$ cat config.mk
export PLATFORM = sky130hd
export DESIGN_NAME = usb_cdc_fifo_bridge
export DESIGN_NICKNAME = d
export VERILOG_FILES = /design/src/rtl/usb_cdc_fifo_bridge.sv
export SDC_FILE = /design/constraint.sdc
export NUM_CORES = 1
export LEC_CHECK = 0
export CORE_UTILIZATION = 40
export DETAILED_ROUTE_END_ITERATION = 16
export DONT_BUFFER_PORTS = 1
export SYNTH_ARGS = -nofsm -noshare
export SYNTH_HDL_FRONTEND = slang
export SYNTH_HIERARCHICAL = 1
export SYNTH_SLANG_ARGS = --single-unit
$ cat constraint.sdc
create_clock -name clk_i -period 8.15 [get_ports clk_i]
set_input_delay 1.63 -clock clk_i [delete_from_list [all_inputs] [get_ports clk_i]]
set_output_delay 1.63 -clock clk_i [all_outputs]
set_load 0.02 [all_outputs]
$ cat src/rtl/usb_cdc_fifo_bridge.sv
// Buffered byte bridge between the usb_cdc core and user logic: RX/TX FIFOs gated by USB configuration.
// Optional macro USB_CDC_BRIDGE_LOOPBACK_EN adds loopback_i (RX FIFO output feeds TX FIFO input).

// bridge_fifo: first-word-fall-through FIFO with synchronous clear.
// Latency: a write is visible at the read side one cycle later.
// Backpressure: wr_rdy_o = !full; a full FIFO refuses a push even when popped in the same cycle.
module bridge_fifo #(
  parameter int W     = 8,
  parameter int DEPTH = 16
) (
  input  logic                       clk_i,
  input  logic                       rst_i,
  input  logic                       clr_i,
  input  logic                       wr_vld_i,
  input  logic [W-1:0]               wr_dat_i,
  output logic                       wr_rdy_o,
  output logic                       rd_vld_o,
  output logic [W-1:0]               rd_dat_o,
  input  logic                       rd_rdy_i,
  output logic [$clog2(DEPTH):0]     level_o
);
  localparam int AW = $clog2(DEPTH);
  localparam int LW = AW + 1;
  localparam logic [LW-1:0] FULL_LVL = LW'(DEPTH);

  logic [LW-1:0] wr_cnt_q, wr_cnt_d;
  logic [LW-1:0] rd_cnt_q, rd_cnt_d;
  logic [W-1:0]  mem_q [DEPTH];
  logic [W-1:0]  mem_d [DEPTH];
  logic          full;
  logic          push;
  logic          pop;

  assign level_o  = wr_cnt_q - rd_cnt_q;
  assign full     = (level_o == FULL_LVL);
  assign wr_rdy_o = ~full;
  assign rd_vld_o = (level_o != '0);
  assign rd_dat_o = mem_q[rd_cnt_q[AW-1:0]];
  assign push     = wr_vld_i & ~full & ~clr_i;
  assign pop      = rd_vld_o & rd_rdy_i & ~clr_i;

  always_comb begin
    mem_d    = mem_q;
    wr_cnt_d = wr_cnt_q;
    rd_cnt_d = rd_cnt_q;
    if (clr_i) begin
      wr_cnt_d = '0;
      rd_cnt_d = '0;
    end else begin
      if (push) begin
        mem_d[wr_cnt_q[AW-1:0]] = wr_dat_i;
        wr_cnt_d = wr_cnt_q + LW'(1);
      end
      if (pop) begin
        rd_cnt_d = rd_cnt_q + LW'(1);
      end
    end
  end

  always_ff @(posedge clk_i) begin
    if (rst_i) begin
      wr_cnt_q <= '0;
      rd_cnt_q <= '0;
    end else begin
      wr_cnt_q <= wr_cnt_d;
      rd_cnt_q <= rd_cnt_d;
    end
  end

  always_ff @(posedge clk_i) begin
    mem_q <= mem_d;
  end
endmodule

// usb_cdc_fifo_bridge: RX (host->device) and TX (device->host) FIFOs, flush, levels, TX drop counter.
// Latency: one cycle from any accepted byte to its appearance on the far side.
// Backpressure: readies are !full from registered state; unconfigured RX discards, TX drops or stalls.
module usb_cdc_fifo_bridge #(
  parameter int DATA_W         = 8,
  parameter int RX_DEPTH       = 16,
  parameter int TX_DEPTH       = 16,
  parameter int TX_DROP_UNCONF = 1
) (
  input  logic                        clk_i,
  input  logic                        rst_i,
  input  logic                        configured_i,
`ifdef USB_CDC_BRIDGE_LOOPBACK_EN
  input  logic                        loopback_i,
`endif
  input  logic                        flush_i,
  input  logic [DATA_W-1:0]           usb_out_data_i,
  input  logic                        usb_out_valid_i,
  output logic                        usb_out_ready_o,
  output logic [DATA_W-1:0]           usb_in_data_o,
  output logic                        usb_in_valid_o,
  input  logic                        usb_in_ready_i,
  output logic [DATA_W-1:0]           app_rx_data_o,
  output logic                        app_rx_valid_o,
  input  logic                        app_rx_ready_i,
  input  logic [DATA_W-1:0]           app_tx_data_i,
  input  logic                        app_tx_valid_i,
  output logic                        app_tx_ready_o,
  output logic [$clog2(RX_DEPTH):0]   rx_level_o,
  output logic [$clog2(TX_DEPTH):0]   tx_level_o,
  output logic [7:0]                  drop_cnt_o
);
  localparam logic DROP_EN = (TX_DROP_UNCONF != 0);

  logic                        clr;
  logic                        lb_q;
  logic                        rx_wr_rdy, rx_rd_vld, rx_rd_rdy;
  logic [DATA_W-1:0]           rx_rd_dat;
  logic [$clog2(RX_DEPTH):0]   rx_level;
  logic                        tx_wr_vld, tx_wr_rdy, tx_rd_vld;
  logic [DATA_W-1:0]           tx_wr_dat, tx_rd_dat;
  logic [$clog2(TX_DEPTH):0]   tx_level;
  logic [7:0]                  drop_cnt_q, drop_cnt_d;

  // Losing configuration is treated exactly like a flush of both directions.
  assign clr = flush_i | ~configured_i;

`ifdef USB_CDC_BRIDGE_LOOPBACK_EN
  logic lb_d;

  always_comb begin
    lb_d = loopback_i;
  end

  always_ff @(posedge clk_i) begin
    if (rst_i) begin
      lb_q <= 1'b0;
    end else begin
      lb_q <= lb_d;
    end
  end
`else
  assign lb_q = 1'b0;
`endif

  bridge_fifo #(.W(DATA_W), .DEPTH(RX_DEPTH)) u_rx_fifo (
    .clk_i    (clk_i),
    .rst_i    (rst_i),
    .clr_i    (clr),
    .wr_vld_i (usb_out_valid_i),
    .wr_dat_i (usb_out_data_i),
    .wr_rdy_o (rx_wr_rdy),
    .rd_vld_o (rx_rd_vld),
    .rd_dat_o (rx_rd_dat),
    .rd_rdy_i (rx_rd_rdy),
    .level_o  (rx_level)
  );

  // In loopback the RX head moves into TX whenever TX has room.
  assign rx_rd_rdy = lb_q ? tx_wr_rdy : app_rx_ready_i;
  assign tx_wr_vld = lb_q ? rx_rd_vld : app_tx_valid_i;
  assign tx_wr_dat = lb_q ? rx_rd_dat : app_tx_data_i;

  bridge_fifo #(.W(DATA_W), .DEPTH(TX_DEPTH)) u_tx_fifo (
    .clk_i    (clk_i),
    .rst_i    (rst_i),
    .clr_i    (clr),
    .wr_vld_i (tx_wr_vld),
    .wr_dat_i (tx_wr_dat),
    .wr_rdy_o (tx_wr_rdy),
    .rd_vld_o (tx_rd_vld),
    .rd_dat_o (tx_rd_dat),
    .rd_rdy_i (usb_in_ready_i),
    .level_o  (tx_level)
  );

  always_comb begin
    drop_cnt_d = drop_cnt_q;
    if (DROP_EN && !configured_i && !lb_q && app_tx_valid_i && (drop_cnt_q != 8'hFF)) begin
      drop_cnt_d = drop_cnt_q + 8'd1;
    end
  end

  always_ff @(posedge clk_i) begin
    if (rst_i) begin
      drop_cnt_q <= 8'd0;
    end else begin
      drop_cnt_q <= drop_cnt_d;
    end
  end

  assign usb_out_ready_o = ~rst_i & (~configured_i | rx_wr_rdy);
  assign usb_in_valid_o  = ~rst_i & configured_i & tx_rd_vld;
  assign usb_in_data_o   = tx_rd_dat;
  assign app_rx_valid_o  = ~rst_i & configured_i & ~lb_q & rx_rd_vld;
  assign app_rx_data_o   = rx_rd_dat;
  assign app_tx_ready_o  = ~rst_i & ~lb_q & (configured_i ? tx_wr_rdy : DROP_EN);
  assign rx_level_o      = rst_i ? '0 : rx_level;
  assign tx_level_o      = rst_i ? '0 : tx_level;
  assign drop_cnt_o      = rst_i ? 8'd0 : drop_cnt_q;
endmodule

# [Word level (Yosys, flattened, before mapping)]
# Cells that the tools add are included.
[word_totals] register_bits=284 input_bits=24 out_inout_bits=38 word_cells=103
[op_classes] add_sub_neg=7 order_cmp=6 n_eq_ne=3 muxes=16 bitwise=24 n_reduce_logical=10
[ops] cell="bitwise mux 128 bit" count=2
[ops] cell="binary-select mux 8 bit (select 4 bit)" count=2
[ops] cell="demux 8 bit (select 4 bit)" count=2
[ops] cell="2-to-1 mux 8 bit" count=7
[ops] cell="adder 5 x 1 -> 5 bit, second input constant" count=4
[ops] cell="greater-or-equal comparator 5 bit, second input constant" count=4
[ops] cell="NOT 4 -> 5 bit" count=4
[ops] cell="AND 1 bit" count=13
[ops] cell="equality test 5 bit, second input constant" count=2
[ops] cell="less-than comparator 5 x 1 -> 1 bit, second input constant" count=2
[ops] cell="2-to-1 mux 5 bit" count=2
[ops] cell="nonzero test 5 bit" count=2
[ops] cell="subtractor 5 bit" count=2
[ops] cell="adder 8 x 1 -> 8 bit, second input constant" count=1
[ops] cell="inequality test 8 bit, second input constant" count=1
[ops] cell="NOT 1 bit" count=5
[ops] cell="logical AND 1 bit" count=4
[ops] cell="AND reduction 2 bit" count=2
[ops] cell="bitwise OR 1 bit" count=2
[ops] cell="OR reduction 2 bit" count=1
[ops] cell="logical NOT 1 bit" count=1
[ops] cell="2-to-1 mux 1 bit" count=1

# [Depth between registers and ports, before layout]
[depth] word_depth=6 depth_mapped=13 ltp_nobuf=10

# [Cells and area by module]
# Netlist, hierarchy kept.
[by_module_without_submodules] mod="bridge_fifo" n_inst=2 cells_each=339 area_per_inst_um2=5775.5 seq_area_each_um2=4043.9
[by_module_without_submodules] mod="usb_cdc_fifo_bridge" n_inst=1 cells_each=75 area_per_inst_um2=575.6 seq_area_each_um2=160.2

# [Worst setup path before layout]
# OpenSTA, ideal clock, no wires.
[synth_path] kind="reg2out" start="reg u_tx_fifo.rd_cnt_q[2]" end="out app_tx_ready_o" t_arrival_ns=2.476 slack_ns=4.044 path_stages_with_launch=12 n_path_buf=3 path_cell_list="dfxtp_1 buf_2 buf_1 inv_1 clkbuf_1 ha_1 xnor2_1 a211o_2 o31ai_4 nand2_1 inv_1 a21oi_1"
[synth_between] elab_chain_cells=5
[synth_rtl] item="start, declared" line_no="27" rtl="logic [LW-1:0] rd_cnt_q, rd_cnt_d;"
[synth_rtl] item="start signal, assigned" line_no="66" rtl="rd_cnt_q <= rd_cnt_d;"
[synth_rtl] item="subtractor 5 bit" line_no="34" rtl="assign level_o = wr_cnt_q - rd_cnt_q;"
[synth_rtl] item="net tx_level[2]" line_no="116" rtl="logic [$clog2(TX_DEPTH):0] tx_level;"
[synth_rtl] item="equality test 5 bit" line_no="35" rtl="assign full = (level_o == FULL_LVL);"
[synth_rtl] item="NOT 1 bit" line_no="36" rtl="assign wr_rdy_o = ~full;"
[synth_rtl] item="net tx_wr_rdy" line_no="114" rtl="logic tx_wr_vld, tx_wr_rdy, tx_rd_vld;"
[synth_rtl] item="2-to-1 mux 1 bit" line_no="191" rtl="assign app_tx_ready_o = ~rst_i & ~lb_q & (configured_i ? tx_wr_rdy : DROP_EN);"
[synth_rtl] item="AND 1 bit" line_no="191"
[synth_rtl] item="end, declared" line_no="102" rtl="output logic app_tx_ready_o,"
# The timed path passes the listed nets, and every way through them passes these cells.

# [Worst setup path in the final report]
[layout_path] start="reg u_rx_fifo.rd_cnt_q[0]" end="out app_rx_valid_o"
[layout_between] elab_chain_cells=3
[layout_rtl] item="start, declared" line_no="27"
[layout_rtl] item="start signal, assigned" line_no="66"
[layout_rtl] item="subtractor 5 bit" line_no="34"
[layout_rtl] item="net rx_level[1]" line_no="113" rtl="logic [$clog2(RX_DEPTH):0] rx_level;"
[layout_rtl] item="nonzero test 5 bit" line_no="37" rtl="assign rd_vld_o = (level_o != '0);"
[layout_rtl] item="net rx_rd_vld" line_no="111" rtl="logic rx_wr_rdy, rx_rd_vld, rx_rd_rdy;"
[layout_rtl] item="AND 1 bit" line_no="189" rtl="assign app_rx_valid_o = ~rst_i & configured_i & ~lb_q & rx_rd_vld;"
[layout_rtl] item="end, declared" line_no="98" rtl="output logic app_rx_valid_o,"
# The timed path passes the listed nets, and every way through them passes these cells.

==> flow_summary_export.csv <==
group,metric,value,unit
setup_path,crit_family,"adder cells",
global_routing,antenna_found_initial,0,
detailed_routing,viasPerCell,5.45,
logic_synthesis,ys_ff_latch,284,
logic_synthesis,synth_xor_area_share,0.846,%
logic_synthesis,synth_nets,798,
logic_synthesis,synth_cell_types,52,
die,dieHeight,176,um
final_layout,final_nets,823,
detailed_routing,first_pass_iters,4,
setup_path,rr_worst_depth,9,
final_layout,layout_common_cells,"256 x edfxtp_1, 109 x nand2_1, 64 x mux4_2, 35 x buf_4, 29 x clkbuf_16",
setup_path,cp_cell_sequence,"buf_4, ha_1, fa_1, inv_1, or3_1, o31ai_4, nand2_1, and3b_1",
timing,min_period,4.86,ns
placed_design,gp_congestion,0.865,
detailed_routing,drtIter0Drc,510,
timing,slew_violations,0,
hold_path,hold_depth,2,
logic_synthesis,synth_edf_count,256,
logic_synthesis,synthArstFlopShare,0,%
detailed_routing,drt-total-wl,25400,um
final_layout,final_common_cell,"edfxtp_1",
flow_run,maxCapViolations,0,
logic_synthesis,synth_area,12100,um^2
setup_path,start_kind,"flip-flop",
placed_design,portBuffers,0,
die,dieArea,31000,um^2
clock_network,postCtsHoldBufs,0,
global_routing,grt_pass1_vias,6960,
timing,relSlewSlack,10.7,%
die,die_width,176,um
detailed_routing,wl_per_cell,21.4,um
logic_synthesis,synth-compound-area-share,3.02,%
detailed_routing,ant_nets,0,
final_layout,fillers,2536,
final_layout,design_area,13700,um^2
timing,rsz0062_at_grt,"no",
clock_network,post_cts_resized,0,
clock_network,clk_pin_slew_worst_paths,0.06,ns
logic_synthesis,synth-main-ff-cell,"edfxtp_1",
die,rows,63,
die,start_util,40.8,%
placed_design,dp.final_hpwl,16600,um
global_routing,grt_overflow_total,0,
timing,worst_pin_slew,1.33,ns
pwr,powerDensity,220,nW/um^2
clock_network,h-tree-depth,1,
clock_network,tritoncts,"done",
logic_synthesis,synth_top_family_by_area,"multiplexers",
logic_synthesis,ys_seq_area_share,68.0,%
clock_network,cts_root_buf,"clkbuf_16",
logic_synthesis,yosys.area_share.adder,2.29,%
clock_network,clock_path_buffers,3,
clock_network,post_cts_buffers,0,
global_routing,grt_max_degree,43,
setup_path,cp_num_buf_inv,2,
clock_network,insertion_delay,0.54,ns
setup_path,ff2ff_setup_slack,4.28,ns
final_layout,instances_no_fill,1190,
setup_path,path_class,"flip-flop to primary output",
timing,final.setup.tns,0,ns
clock_network,numCtsBuffers,29,
setup_path,crit_slowest_cell,"fa_1",
timing,hold_slack,0.460,ns
timing,fmax,206,MHz
hold_path,hold_path_class,"flip-flop to flip-flop",
setup_path,cp.depth,8,
placed_design,placed_cell_area,12700,um^2
timing,fin_crit_sh,59.6,%
timing,setup_viol,0,
pwr,irDropWorstVdd,156,uV
logic_synthesis,synthSimpleGateAreaFrac,9.93,%
logic_synthesis,avgSynthCellArea,16.1,um^2
detailed_routing,drc,0,
logic_synthesis,ys_warn_count,6,
final_layout,drive_gt1_share,19.9,%
setup_path,slowest_delay,0.51,ns
clock_network,clock_sinks,284,
final_layout,diodes,0,
setup_path,crit_fanout,37,
placed_design,dp.cells,1137,
die,core_area,29700,um^2
timing,fin_worst_skew,0.0137,ns
pwr,power,3010,uW
timing,hold_viol_final,0,
logic_synthesis,post_synth_inst_count,753,
setup_path,arrival,3.23,ns
final_layout,syn2layout_area_growth,12.7,%
pwr,p_leak,0.00442,uW
status,status,"completed",
global_routing,track_usage,16.8,%
global_routing,grt_pass1_wl,39600,um
detailed_routing,vias,6488,
logic_synthesis,synth.mux.area_fraction,13.6,%
setup_path,required,6.52,ns
setup_path,endpoint_kind,"primary output",
die,ioPinCount,62,
worst reg2reg max path, stage by stage, from the launching register on:
cell,delay (ns)
dfxtp_1,0.40
inv_1,0.13
ha_1,0.24
fa_1,0.40
nand2b_1,0.17
a21oi_2,0.17
xor2_2,0.30
inv_2,0.12
a21bo_1,0.40
nor3_1,1.14
area by class of cell:
cell class | instances | area, um^2 | area share [%]
clock buffers | 33 | 741 | 5.42
clock inverters | 20 | 255 | 1.87
inverters | 19 | 71.3 | 0.522
multi-input cells | 409 | 3600 | 26.4
flip-flops and latches | 284 | 8250 | 60.3
well taps | 390 | 488 | 3.57
repair buffers | 35 | 263 | 1.92
logic make-up after synthesis:
family                   count (synthesis)
XOR/XNOR                                10
adder cells (fa/ha/maj)                 21
flip-flops                             284
AND/OR/NAND/NOR                        242
AO/OA/AOI/OAI                           51
buffers and inverters                   60
multiplexers                            85
synth_stat cells (6+ instances only):
| cell type | number | share of area [%] |
|---|---|---|
| a21oi_1 | 15 | 0.62 |
| a31oi_1 | 16 | 0.83 |
| and3_1 | 18 | 0.93 |
| buf_2 | 10 | 0.41 |
| clkbuf_1 | 23 | 0.71 |
| dfxtp_1 | 28 | 4.6 |
| edfxtp_1 | 256 | 63 |
| ha_1 | 19 | 2.0 |
| inv_1 | 15 | 0.46 |
| mux2i_1 | 20 | 1.7 |
| mux4_2 | 64 | 12 |
| nand2_1 | 109 | 3.4 |
| nand2b_1 | 16 | 0.83 |
| nor2_1 | 14 | 0.43 |
| nor2b_1 | 18 | 0.93 |
| nor3_1 | 25 | 1.0 |
| nor4_1 | 8 | 0.41 |
| or3_1 | 14 | 0.72 |
| xor2_1 | 6 | 0.43 |
sequential cells by signal (all words and copies together), names as in the netlist:
register / cells
u_rx_fifo/mem_q: 128
u_rx_fifo/wr_cnt_q: 5
u_tx_fifo/wr_cnt_q: 5
u_rx_fifo/rd_cnt_q: 5
u_tx_fifo/mem_q: 128
u_tx_fifo/rd_cnt_q: 5
drop_cnt_q: 8
per-stage QoR:
stage	utilization (%)	worst slack, ns
CTS	46.0	3.27
detailed placement	42.7	3.85
floorplan	-	4.04
finish	46.0	3.29
global placement	42.7	3.91
global route	46.0	3.08
final timing paths:
kind,start,endpoint
worst max-delay path,u_rx_fifo/rd_cnt_q[0],app_rx_valid_o
worst min register to register,u_tx_fifo/rd_cnt_q[1],u_tx_fifo/rd_cnt_q[1]
worst max register to register,u_tx_fifo/wr_cnt_q[0],u_tx_fifo/mem_q[90]
worst min-delay path,u_tx_fifo/rd_cnt_q[1],u_tx_fifo/rd_cnt_q[1]
routing by layer:
metal  vias up  track usage, %  part of all wire [%]
met5         -               0                     0
met4         0            4.38                   1.9
met3        42            2.80                   5.2
met2       162            30.0                    52
met1      3322            21.1                    41
li1       2962               -                     -
where the power goes:
part           leakage (uW)  switching [uW]  internal [uW]
clock network      0.000483             530            840
logic               0.00141            29.8           17.8
registers           0.00253            1.92           1590
total               0.00442             562           2450
(Power assumes the default switching activity.)
